**src/rtl/hazard_ctrl.sv**
```systemverilog
// -----------------------------------------------------------------------------
// hazard_ctrl
//   Hazard controller for the 5-stage MIPS pipeline. It produces the stall,
//   flush and forwarding controls for the F/D, D/E, E/M and M/W pipeline
//   registers. It also sequences the multi-cycle mult/div unit (MDU) through a
//   small IDLE/BUSY FSM, and it keeps a saturating count of stalled cycles for
//   performance monitoring.
//
// Parameters
//   MDU_LAT  cycles the MDU stays occupied after issue from E (1..15)
//   CNT_W    width of the saturating stall-cycle counter
//
// Ports
//   clk, reset              rising-edge clock, asynchronous active-high reset
//   RsD, RtD                source registers of the instruction in D
//   RsE, RtE                source registers of the instruction in E
//   WriteRegE/M/W           destination register in E / M / W
//   RegWriteE/M/W           destination write enable in E / M / W
//   MemtoRegE/M             load instruction in E / M
//   BranchD, PCSrcD         branch in D, branch taken (resolved in D)
//   MdOpD                   D instruction uses the MDU
//   MdStartE                mult/div issuing from E this cycle
//   StallF, StallD          hold the PC and the F/D register
//   FlushD, FlushE          clear F/D (taken branch), clear D/E (bubble)
//   ForwardAE/BE            ALU operand select: 00 regfile, 01 W, 10 M
//   ForwardAD/BD            D-stage comparator operand from M
//   MdBusy                  MDU FSM is in BUSY
//   StallCount              saturating count of cycles with StallD=1
// -----------------------------------------------------------------------------
module hazard_ctrl #(
  parameter int MDU_LAT = 4,
  parameter int CNT_W   = 32
) (
  input  logic             clk,
  input  logic             reset,
  input  logic [4:0]       RsD,
  input  logic [4:0]       RtD,
  input  logic [4:0]       RsE,
  input  logic [4:0]       RtE,
  input  logic [4:0]       WriteRegE,
  input  logic [4:0]       WriteRegM,
  input  logic [4:0]       WriteRegW,
  input  logic             RegWriteE,
  input  logic             RegWriteM,
  input  logic             RegWriteW,
  input  logic             MemtoRegE,
  input  logic             MemtoRegM,
  input  logic             BranchD,
  input  logic             PCSrcD,
  input  logic             MdOpD,
  input  logic             MdStartE,
  output logic             StallF,
  output logic             StallD,
  output logic             FlushD,
  output logic             FlushE,
  output logic [1:0]       ForwardAE,
  output logic [1:0]       ForwardBE,
  output logic             ForwardAD,
  output logic             ForwardBD,
  output logic             MdBusy,
  output logic [CNT_W-1:0] StallCount
);

  typedef enum logic {
    IDLE = 1'b0,
    BUSY = 1'b1
  } state_t;

  localparam logic [3:0] LAT_M1 = 4'(MDU_LAT - 1);

  state_t           state_q, state_d;
  logic [3:0]       cnt_q, cnt_d;
  logic [CNT_W-1:0] stall_cnt_q, stall_cnt_d;

  logic lwstall;
  logic brstall;
  logic mdstall;
  logic stall;

  // r0 is hard-wired to zero, so a dependency on it is never a real hazard.
  function automatic logic reg_match(input logic [4:0] a, input logic [4:0] b);
    return (a != 5'd0) && (a == b);
  endfunction

  // Hazard detection and forwarding selects. M is checked before W so the
  // youngest producer wins. During reset everything is parked in a safe
  // state: no stall, no branch flush, and a bubble into D/E.
  always_comb begin
    lwstall   = MemtoRegE & (reg_match(RtE, RsD) | reg_match(RtE, RtD));
    brstall   = BranchD &
                ((RegWriteE & (reg_match(WriteRegE, RsD) | reg_match(WriteRegE, RtD))) |
                 (MemtoRegM & (reg_match(WriteRegM, RsD) | reg_match(WriteRegM, RtD))));
    mdstall   = MdOpD & ((state_q == BUSY) | MdStartE);
    stall     = lwstall | brstall | mdstall;

    ForwardAE = 2'b00;
    if (RegWriteM && reg_match(RsE, WriteRegM)) begin
      ForwardAE = 2'b10;
    end else if (RegWriteW && reg_match(RsE, WriteRegW)) begin
      ForwardAE = 2'b01;
    end

    ForwardBE = 2'b00;
    if (RegWriteM && reg_match(RtE, WriteRegM)) begin
      ForwardBE = 2'b10;
    end else if (RegWriteW && reg_match(RtE, WriteRegW)) begin
      ForwardBE = 2'b01;
    end

    ForwardAD = RegWriteM & reg_match(RsD, WriteRegM);
    ForwardBD = RegWriteM & reg_match(RtD, WriteRegM);

    StallF    = stall;
    StallD    = stall;
    FlushE    = stall;
    FlushD    = PCSrcD & ~stall;

    if (reset) begin
      StallF    = 1'b0;
      StallD    = 1'b0;
      FlushD    = 1'b0;
      FlushE    = 1'b1;
      ForwardAE = 2'b00;
      ForwardBE = 2'b00;
      ForwardAD = 1'b0;
      ForwardBD = 1'b0;
    end
  end

  // MDU occupancy FSM. cnt holds the number of BUSY cycles still to come
  // after the current one, so loading MDU_LAT-1 gives exactly MDU_LAT busy
  // cycles. A start while already busy (normally prevented by mdstall)
  // simply restarts the count.
  always_comb begin
    state_d = state_q;
    cnt_d   = cnt_q;
    case (state_q)
      IDLE: begin
        if (MdStartE) begin
          state_d = BUSY;
          cnt_d   = LAT_M1;
        end
      end
      BUSY: begin
        if (MdStartE) begin
          cnt_d = LAT_M1;
        end else if (cnt_q == 4'd0) begin
          state_d = IDLE;
        end else begin
          cnt_d = cnt_q - 4'd1;
        end
      end
      default: begin
        state_d = IDLE;
        cnt_d   = 4'd0;
      end
    endcase
  end

  // Stall-cycle counter: a cycle stalled for several reasons at once still
  // counts once, and the count sticks at all-ones instead of wrapping.
  always_comb begin
    stall_cnt_d = stall_cnt_q;
    if (StallD && !(&stall_cnt_q)) begin
      stall_cnt_d = stall_cnt_q + CNT_W'(1);
    end
  end

  always_ff @(posedge clk or posedge reset) begin
    if (reset) begin
      state_q     <= IDLE;
      cnt_q       <= 4'd0;
      stall_cnt_q <= '0;
    end else begin
      state_q     <= state_d;
      cnt_q       <= cnt_d;
      stall_cnt_q <= stall_cnt_d;
    end
  end

  assign MdBusy     = (state_q == BUSY);
  assign StallCount = stall_cnt_q;

endmodule

```
**config.mk**
```make
export PLATFORM = sky130hd
export DESIGN_NAME = hazard_ctrl
export DESIGN_NICKNAME = d
export VERILOG_FILES = /design/src/rtl/hazard_ctrl.sv
export SDC_FILE = /design/constraint.sdc
export NUM_CORES = 1
export LEC_CHECK = 0
export CAP_MARGIN = 10
export CORE_MARGIN = 10
export CORE_UTILIZATION = 33
export CTS_CLUSTER_DIAMETER = 60
export DETAILED_ROUTE_END_ITERATION = 8
export PLACE_DENSITY = 0.68
export SYNTH_ARGS = -nofsm -noshare
export SYNTH_HDL_FRONTEND = slang
export SYNTH_SLANG_ARGS = --single-unit
```
**constraint.sdc**
```tcl
create_clock -name clk -period 2.7 [get_ports clk]
set_clock_uncertainty 0.2 [all_clocks]
set_input_delay 0.27 -clock clk [delete_from_list [all_inputs] [get_ports clk]]
set_output_delay 0.27 -clock clk [all_outputs]
set_load 0.005 [all_outputs]
```
==> metrics.md, run 1 <==
| Metric | Value |
|---|---|
| Outcome | finished clean |
| Routability congestion estimate | between 0.8 and 0.9 |
| Synthesis-to-layout area growth | 50.1% |
| Sequential group share of total power | between 40% and 50% |
| Switching Power | about 0.53 mW |
| Number of standard-cell rows in the floorplan | 32 |
| Vias after detailed routing | roughly 2.6k |
| Syn nets | 349 |
| Worst hold-check path type | reg2reg |
| Clock-pin slew on the worst setup and hold paths | 0.07 ns |
| Final ANT Viol Nets | 0 |
| Antenna violations before repair | 0 |
| Count of filler cells inserted in the layout | 732 |
| Internal power | 1.16 mW |
| EDFF count, synth | 0 |
| Seq. cell area | approximately 900 sq um |
| Drt initial violations | between 80 and 90 |
| Total wire length after detailed routing | between 8 and 9 mm |
| TritonCTS clock tree | yes |
| Power share of the clock group | approximately a quarter |
| Normalized max-slew margin | around three fifths |
| Number of cells on the worst reg-to-reg path | 6 |
| R2R Path Start | StallCount[3] |
| Cts bufs inserted | 5 |
| Final TNS setup | 0 ns |
| Final core occ | just over 50% |
| GR Util All Layers | 12.9% |
| Count of buffers from port buffering | about 90 |
| Vias in the first global route | roughly 2.7k |
| Vias per std cell | between 4 and 5 |
| Biggest fanout along the worst timing path | 3 |
| Power density over the cells | between 400 and 500 nW/um^2 |
| Switching part of the total | 31.3% |
| Multi-input combinational cell area | 1710 sq um |
| Critical Path Start Type | input port |
| Arrival time worst endpoint | around 2.2 ns |
| Wire length of the first global-routing pass | between 10 and 15 mm |
| Sequential cell area fraction in the yosys report | about a third |
| Count of cells along the worst hold path | 1 |
| Floorplan die width | ~110 um |
| Highest ir drop seen on vdd | 0.187 mV |
| Fraction of layout instances using a drive strength above 1 | between 15 and 20% |
| Share of the clock period used by the worst path after layout | 97.6% |
| Initial standard-cell utilization of the core | between 30% and 40% |
| Die Height | approximately 110 um |
| Most used flip-flop cell after synthesis | dfrtp_1 |
| Clock H-tree levels | 2 |
| Hold violation count in the final report | 0 |
| Achievable clock frequency | 0.380 GHz |
| Count of boundary I/O pins | just under 90 |
| Slew at the pin closest to its max-slew limit | about 0.6 ns |
| Number of warning messages in the yosys log | 0 |
| First-pass iteration count of the detailed router | 4 |
| Flop-to-flop setup slack | between 0.3 and 0.4 ns |
| Worst Path Required | 2.23 ns |
| Total gr overflow | 0 |
| Leakage dissipation | 1.61 nW |
| Final Max Slew Viols | 0 |
| RSZ-0062 raised after global routing | true |
| Core Box Area | just under 8000 sq um |
| Combinational cell fraction of total power | around a third |
| Synthesized area per cell | about 9.0 sq um |
| Die area | between 10000 and 15000 sq um |
| Layout net count | ~470 |
| CP endpoint kind | output pin |
| Beginning of the worst hold path | StallCount[24] |
| CTS Sinks | 37 |
| Clock period minus final worst setup slack | between 2 and 3 ns |
| Clock latency of the later-clocked register in the worst-skew pair | 0.29 ns |
| Mapped Area | approximately 2700 sq um |
| # DRC | 0 |
| WS Path Type | in2out |
| Critical R2R Capture | StallCount[31] |
| Cell chosen for the clock root | clkbuf_8 |
| Mean routed wirelength per cell | roughly 16 um |
| Sum of net half-perimeters after detailed placement | approximately 6.7 mm |
| Max cap viols | 0 |
| Count of unique library cells instantiated by Yosys | 50 |
| Pin count of the biggest net entering global routing | 26 |
| Total setup violations reported at the end of the flow | 0 |
| Mapped Cells | 301 |
| Hold path endpoint | StallCount[24] |
| Yosys reg bits | 37 |
| Maximum number of buffers from clock root to sink | 2 |
| Share of async-settable or async-resettable flops after synthesis | 100% |
| Number of antenna diodes | 0 |
-- Yosys cell counts (2+ instances only) --
cell type	number	area [sq um]
xnor2_1	67	587
ha_1	2	25.0
nor2_1	17	63.8
dfrtp_1	37	926
and3_1	8	50.1
a21oi_1	2	10.0
inv_1	5	18.8
clkbuf_1	8	30.0
nand2_1	25	93.8
nand4_1	16	100
and2_1	4	25.0
nor4_1	8	50.1
o22ai_1	2	12.5
or4_1	5	37.5
or3_1	2	12.5
nand2b_1	4	25.0
nand3_1	27	135
buf_2	8	40.0
xor2_1	14	123
nor3_1	10	50.1
-- cells by family (layout without fill, tap and decap cells) --
family / count (synthesis) / count (layout) / synth area share [%]
and+or+nand+nor: 142 / 142 / 30.2
buffers and inverters: 25 / 141 / 3.97
AOI/OAI and AO/OA: 12 / 12 / 3.51
DFF: 37 / 37 / 34.2
xor gates and xnor gates: 81 / 81 / 26.2
muxes: 2 / 2 / 0.970
adders and majority gates: 2 / 2 / 0.924
-- flip-flops by register name, summed over array words and instances, names as in the netlist --
| register | count |
|---|---|
| MdBusy | 1 |
| StallCount | 32 |
| cnt_q | 4 |
-- layout make-up --
type	count	share of cell area [%]
Clock buffer	6	2.03
Sequential cell	37	22.8
Tap cell	102	3.14
Multi-Input combinational cell	239	42.0
Inverter	7	0.647
Timing Repair Buffer	127	29.2
Clock inverter	1	0.185
-- worst max path at each step --
stage | start | endpoint | cells after the start
floorplan | StallCount[0] | StallCount[1] | 8
global placement | WriteRegM[3] | StallD | 8
detailed placement | RtE[2] | StallF | 9
CTS | WriteRegM[3] | ForwardAE[1] | 8
global route | WriteRegM[3] | ForwardAE[1] | 8
finish | WriteRegM[3] | ForwardBD | 7
-- cell usage in the layout (no fill, tap or decap), drive strengths merged, types with 3 or more instances in the layout --
cell	netlist	final
nor3	11	11
nand2b	4	4
dlymetal6s2s	0	3
clkbuf	8	6
buf	10	39
and3	9	9
nand3	29	29
nor2	19	19
dfrtp	37	37
nor4	8	8
nand4	16	16
inv	6	6
nand2	25	25
and2	4	4
xor2	14	14
xnor2	67	67
or4	6	6
dlygate4sd2	0	6
clkdlybuf4s50	0	79
-- through the flow --
step,std cells,area [sq um],worst slack [ns],power [mW],hold WS [ns]
after detailed placement,511,3930,-0.219,1.30,0.292
after global placement,511,3930,-0.104,1.29,0.279
after floorplan,301,2710,0.384,0.982,0.130
final,519,4060,0.0657,1.69,0.304
after global routing,519,4060,-0.0479,1.79,0.323
after CTS,519,4040,0.0145,1.71,0.302
-- power by group through the flow --
| stage | clock network (mW) | registers [mW] | logic [mW] |
|---|---|---|---|
| CTS | 0.412 | 0.700 | 0.595 |
| global route | 0.434 | 0.713 | 0.647 |
| finish | 0.395 | 0.701 | 0.590 |
| global placement | 0 | 0.707 | 0.579 |
| detailed placement | 0 | 0.708 | 0.593 |
| floorplan | 0 | 0.697 | 0.285 |
-- per-layer routing --
layer,vias to the layer above,GRT usage (%),part of all wire [%]
met5,-,0,0
met4,0,3.97,1.3
met3,6,3.19,5.6
met2,60,23.8,53
met1,1222,13.9,40
li1,1273,-,-
-- repair_timing --
| action | in CTS | in global routing |
|---|---|---|
| hold buffers | 0 | 0 |
| resized for setup | 9 | 6 |
| endpoints found under the setup margin | 6 | 17 |
| buffers inserted | 1 | 0 |
| pin swaps | 2 | 1 |
-- critical path, stage by stage --
cell	delay [ns]
clkdlybuf4s50_1	0.46
buf_4	0.17
xor2_1	0.15
nor3_1	0.21
nand3_1	0.12
nor3_1	0.21
clkdlybuf4s50_1	0.58
(Power assumes the default switching activity.)
==> run 2, diff against run 1 <==
- RECOVER_POWER: default -> 25
==> run 2 against run 1 <==
Utilization hardly changed. First-iteration DRC count is 1.2% lower. Hold slack hardly changed. Setup slack hardly changed. Non-clock buffer count stayed put. Routed wire length is 0.20% higher.
==> metrics.md, run 2 (synthesized netlist as in run 1, its figures left out) <==
| Metric | Value |
|---|---|
| Power, Total | about 1.7 mW |
| Share of the clock period used by the worst path after layout | a little over nine tenths |
| Highest ir drop seen on vdd | roughly 0.19 mV |
| Floorplan die width | 111 um |
| Wire length of the first global-routing pass | 13.5 mm |
| Vias in the first global route | around 2.7k |
| Leakage dissipation | approximately 1.6 nW |
| Clock latency of the later-clocked register in the worst-skew pair | 0.29 ns |
| Mean routed wirelength per cell | 15.6 um |
| Drt initial violations | 80 |
| Count of boundary I/O pins | 89 |
| Count of filler cells inserted in the layout | roughly 730 |
| Die area | 12200 sq um |
| Die Height | 111 um |
| Instance area at placement | just under 4000 sq um |
| Slew at the pin closest to its max-slew limit | ~0.9 ns |
| Worst hold-check path type | reg2reg |
| WS Path Type | in2out |
| Most frequent cells in the layout | clkdlybuf4s50_1, xnor2_1, dfrtp_1, buf_4, nand3_1 |
| Layout net count | between 400 and 500 |
| Synthesis-to-layout area growth | 50.0% |
| CTS Sinks | 37 |
| Achievable clock frequency | around 0.38 GHz |
| Cell chosen for the clock root | clkbuf_8 |
| First-pass iteration count of the detailed router | 4 |
| Critical Path Start Type | input port |
| Core Box Area | a little under 8000 sq um |
| Initial standard-cell utilization of the core | between 30% and 40% |
| Final TNS setup | 0 ns |
| Outcome | finished clean |
| Count of buffers from port buffering | roughly 90 |
| Critical path's largest stage delay | between 0.5 and 0.6 ns |
| Critical path cell sequence | clkdlybuf4s50_1 -> buf_4 -> xor2_1 -> nor3_1 -> nand3_1 -> nor3_1 -> clkdlybuf4s50_1 |
| # DRC | 0 |
| Number of cells on the worst reg-to-reg path | 7 |
| Routability congestion estimate | approximately 0.86 |
| Pin count of the biggest net entering global routing | 26 |
| Clock H-tree levels | 2 |
| Number of standard-cell rows in the floorplan | 32 |
| Fraction of layout instances using a drive strength above 1 | between 10% and 20% |
| Maximum number of buffers from clock root to sink | 2 |
| CP endpoint kind | output pin |
| Vias per std cell | around 5.0 |
| RSZ-0062 raised after global routing | true |
| Area of all placed cells without fillers | 4060 sq um |
| Normalized max-slew margin | 40.2% |
| Total wire length after detailed routing | approximately 8.1 mm |
| Sum of net half-perimeters after detailed placement | roughly 6.7 mm |
| Clock period minus final worst setup slack | ~2.6 ns |
| Worst Path Required | roughly 2.2 ns |
| Flip-flop count of the largest register after layout | 32 |
| Standard cell with the maximum stage delay on the critical path | clkdlybuf4s50_1 |
| Total setup violations reported at the end of the flow | 0 |
| Arrival time worst endpoint | 2.16 ns |
| Power density over the cells | between 400 and 500 nW/um^2 |
| Count of cells along the worst hold path | 1 |
| Antenna violations before repair | 0 |
| Cts bufs inserted | 5 |
| Number of antenna diodes | 0 |
| Hold violation count in the final report | 0 |
| Clock-pin slew on the worst setup and hold paths | 0.07 ns |
| Vias after detailed routing | 2571 |
| GR Util All Layers | between 10% and 20% |
| Max cap viols | 0 |
| Biggest fanout along the worst timing path | 3 |
| Final Max Slew Viols | 0 |
| Most frequent standard cell in the layout excluding fill and tap cells | clkdlybuf4s50_1 |
| Total gr overflow | 0 |
| TritonCTS clock tree | yes |
| Final ANT Viol Nets | 0 |
==> run 2: changes by cell type in the layout (fill, tap and decap cells not counted), sizes merged <==
cell           change
buf                -1
dlygate4sd3        +1
clkbuf             +1
clkdlybuf4s50      -1
==> run 2: repair_timing <==
action	CTS	global route
buffers inserted	1	0
endpoints found under the setup margin	6	17
pin swaps	2	1
hold buffers	0	0
gates resized for setup	9	6
==> run 2: final timing paths <==
| check | slack (ns) | end | startpoint |
|---|---|---|---|
| setup / recovery | 0.07 | ForwardBD | WriteRegM[3] |
| hold / removal | 0.30 | StallCount[24] | StallCount[24] |
| setup reg to reg | 0.30 | StallCount[31] | StallCount[12] |
| hold reg to reg | 0.30 | StallCount[24] | StallCount[24] |
| max in group asynchronous | 0.67 | MdBusy | reset |
| min in group asynchronous | 0.51 | StallCount[1] | reset |
==> run 2: report_power, final <==
group / switching [mW] / total, mW / internal (mW) / leakage [nW]
combinational: 0.253 / 0.589 / 0.336 / 1.07
clock: 0.195 / 0.397 / 0.202 / 0.0433
sequential: 0.0813 / 0.701 / 0.620 / 0.492
==> run 2: critical path, delay by kind of cell <==
| family | cells | cell delay [ns] |
|---|---|---|
| XOR/XNOR | 1 | 0.15 |
| buffers and inverters | 3 | 1.21 |
| AND/OR/NAND/NOR | 3 | 0.54 |
==> run 2: through the flow <==
stage	hold slack (ns)	worst slack, ns	utilization (%)	instances
6_report	0.304	0.0659	51.7	519
5_1_grt	0.323	-0.0479	51.7	519
4_1_cts	0.302	0.0145	51.5	519
3_5_place_dp	0.292	-0.219	50.1	511
3_3_place_gp	0.279	-0.104	50.1	511
2_1_floorplan	0.130	0.384	-	301
==> run 2: cell type report <==
cell class / count / area, sq um / area share (%)
tap: 102 / 128 / 3.14
sequential: 37 / 926 / 22.8
inverter: 7 / 26.3 / 0.647
multi-input combinational: 239 / 1710 / 42.1
timing repair buffer: 127 / 1180 / 29.1
clock inverter: 1 / 7.51 / 0.185
clock buffer: 6 / 82.6 / 2.03
==> run 2: per-layer routing <==
metal / wire length, um / vias up / track usage [%]
met5: 0 / - / 0
met4: 133 / 0 / 3.97
met1: 3200 / 1227 / 13.9
met3: 462 / 10 / 3.19
met2: 4290 / 60 / 23.8
li1: - / 1274 / -
==> run 3, diff against run 2 <==
- clock period: 2.7 -> 3.15 ns (I/O delays scaled with it)
==> run 3 against run 2 <==
Final area is 5.6% lower. Global-route usage is 0.58 points lower. First-iteration DRC count is 43% higher. Largest cell class unchanged.
==> metrics.md, run 3 (synthesized netlist as in run 1, its figures left out) <==
| Metric | Value |
|---|---|
| Outcome | finished clean |
| RSZ-0062 raised after global routing | false |
| Drt initial violations | ~110 |
| Clock-pin slew on the worst setup and hold paths | roughly 0.08 ns |
| Share of the clock period used by the worst path after layout | between 90% and 100% |
| Routability congestion estimate | just over 0.9 |
| Library cell appearing most often on the critical path | clkdlybuf4s50_1 |
| GR Util All Layers | between 10% and 20% |
| Number of cells upsized or downsized after cts | 0 |
| Total setup violations reported at the end of the flow | 0 |
| CP Capture Point | FlushD |
| Fraction of layout instances using a drive strength above 1 | 9.18% |
| Worst Path Required | ~2.6 ns |
| Worst setup slack after layout | approximately 0.15 ns |
| Critical path cell sequence | clkdlybuf4s50_1 -> or4_1 -> o2111ai_1 -> nand4_1 -> nor2_1 -> clkdlybuf4s50_1 |
| Multi-input combinational cell area | about 1700 sq um |
| # DRC | 0 |
| Core Box Area | 7850 sq um |
| Power, Total | 1.44 mW |
| Clock latency of the later-clocked register in the worst-skew pair | around 0.29 ns |
| Instance area at placement | between 3000 and 4000 sq um |
| Vias after detailed routing | approximately 2.5k |
| Count of filler cells inserted in the layout | approximately 760 |
| Floorplan die width | 111 um |
| Biggest fanout along the worst timing path | 3 |
| Synthesis-to-layout area growth | 41.5% |
| Clock period minus final worst setup slack | 3.00 ns |
| Maximum number of buffers from clock root to sink | 2 |
| Slew at the pin closest to its max-slew limit | slightly above 1 ns |
| Area of all placed cells without fillers | ~3800 sq um |
| Total gr overflow | 0 |
| Cell chosen for the clock root | clkbuf_8 |
| Hold Slack | 0.298 ns |
| Count of buffers from port buffering | a little under 90 |
| Die area | between 10000 and 15000 sq um |
| Number of cells on the worst reg-to-reg path | 8 |
| Final TNS setup | 0 ns |
| Max cap viols | 0 |
| Flip-flop count of the largest register after layout | 32 |
| Standard cell with the maximum stage delay on the critical path | or4_1 |
| WS Path Type | in2out |
| Arrival time worst endpoint | roughly 2.5 ns |
| Number of antenna diodes | 0 |
| Cts bufs inserted | 5 |
| TritonCTS clock tree | yes |
| Final Max Slew Viols | 0 |
| Worst slack after detailed placement | between 0.15 and 0.2 ns |
| Seq. cell area | 926 sq um |
| Antenna violations before repair | 0 |
| Sum of net half-perimeters after detailed placement | 6.35 mm |
| Flop-to-flop setup slack | between 0.4 and 0.5 ns |
| Wire length of the first global-routing pass | 12.9 mm |
| Critical Path Start Type | input port |
| Worst hold-check path type | reg2reg |
| Clock H-tree levels | 2 |
| Mean routed wirelength per cell | 15.8 um |
| Leakage dissipation | about 1.4 nW |
| Critical path's largest stage delay | between 0.5 and 0.6 ns |
| R2R Path Start | StallCount[0] |
| Most frequent standard cell in the layout excluding fill and tap cells | clkdlybuf4s50_1 |
| Crit. Startpoint | WriteRegE[1] |
| Normalized max-slew margin | between 30% and 40% |
| Most frequent cells in the layout | clkdlybuf4s50_1, xnor2_1, dfrtp_1 |
| Count of boundary I/O pins | 89 |
| Number of standard-cell rows in the floorplan | 32 |
| Number of setup buffers added after CTS | 0 |
| First-pass iteration count of the detailed router | 4 |
| Vias in the first global route | approximately 2.5k |
| Vias per std cell | between 4 and 5 |
| Die Height | ~110 um |
| Achievable clock frequency | roughly 0.33 GHz |
| CTS Sinks | 37 |
| Power density over the cells | 375 nW/um^2 |
| CP endpoint kind | output pin |
| Pin count of the biggest net entering global routing | 42 |
| Cts-stage hold buffer count | 0 |
| Total wire length after detailed routing | a little under 8 mm |
| Layout net count | 439 |
| Highest ir drop seen on vdd | 0.176 mV |
| Initial standard-cell utilization of the core | between 30% and 40% |
| Final ANT Viol Nets | 0 |
| Critical R2R Capture | StallCount[10] |
| Hold violation count in the final report | 0 |
==> run 3: cell count changes in the layout (fill, tap and decap cells not counted), sizes merged <==
cell           previous run  this run
buf                      38        12
clkbuf                    7         8
clkdlybuf4s50            78        87
clkinv                    1         2
clkinvlp                  1         0
dlygate4sd2               6         0
dlymetal6s2s              3         0
==> run 3: metal layers <==
layer  share of wire [%]  vias up  track usage [%]
li1                    -     1221                -
met1                  41     1159             13.9
met2                  51       72             22.1
met3                 6.9        4             3.51
met4                0.51        0             2.50
met5                   0        -                0
==> run 3: layout make-up <==
cell class	count	area share, %
sequential	37	24.2
tap	102	3.33
clock buffer	7	2.51
clock inverter	1	0.131
timing repair buffer	101	25.5
inverter	7	0.686
multi-input combinational	239	43.7
==> run 3: where the power goes <==
group          internal, mW  switching, mW  leakage [nW]  total, mW
clock network         0.198          0.166        0.0542      0.364
registers             0.531         0.0691         0.492      0.600
logic                 0.265          0.206         0.886      0.471
==> run 3: critical path, delay by kind of cell <==
family	cells	cell delay (ns)
buf+inv	2	0.98
simple gates	3	0.85
compound gates	1	0.33
==> run 3: stage by stage <==
step,utilization (%),instances
final,48.8,494
after global routing,48.8,494
after CTS,48.9,494
after detailed placement,47.6,486
after global placement,47.6,486
after floorplan,-,301
==> run 3: how the worst min path moves through the flow <==
| stage | end | cells after the start | start | slack, ns |
|---|---|---|---|---|
| floorplan | MdBusy | 1 | reset | 0.17 |
| global placement | StallCount[24] | 1 | StallCount[24] | 0.28 |
| detailed placement | StallCount[21] | 1 | StallCount[21] | 0.29 |
| CTS | StallCount[21] | 1 | StallCount[21] | 0.30 |
| global route | StallCount[21] | 1 | StallCount[21] | 0.33 |
| finish | StallCount[21] | 1 | StallCount[21] | 0.30 |
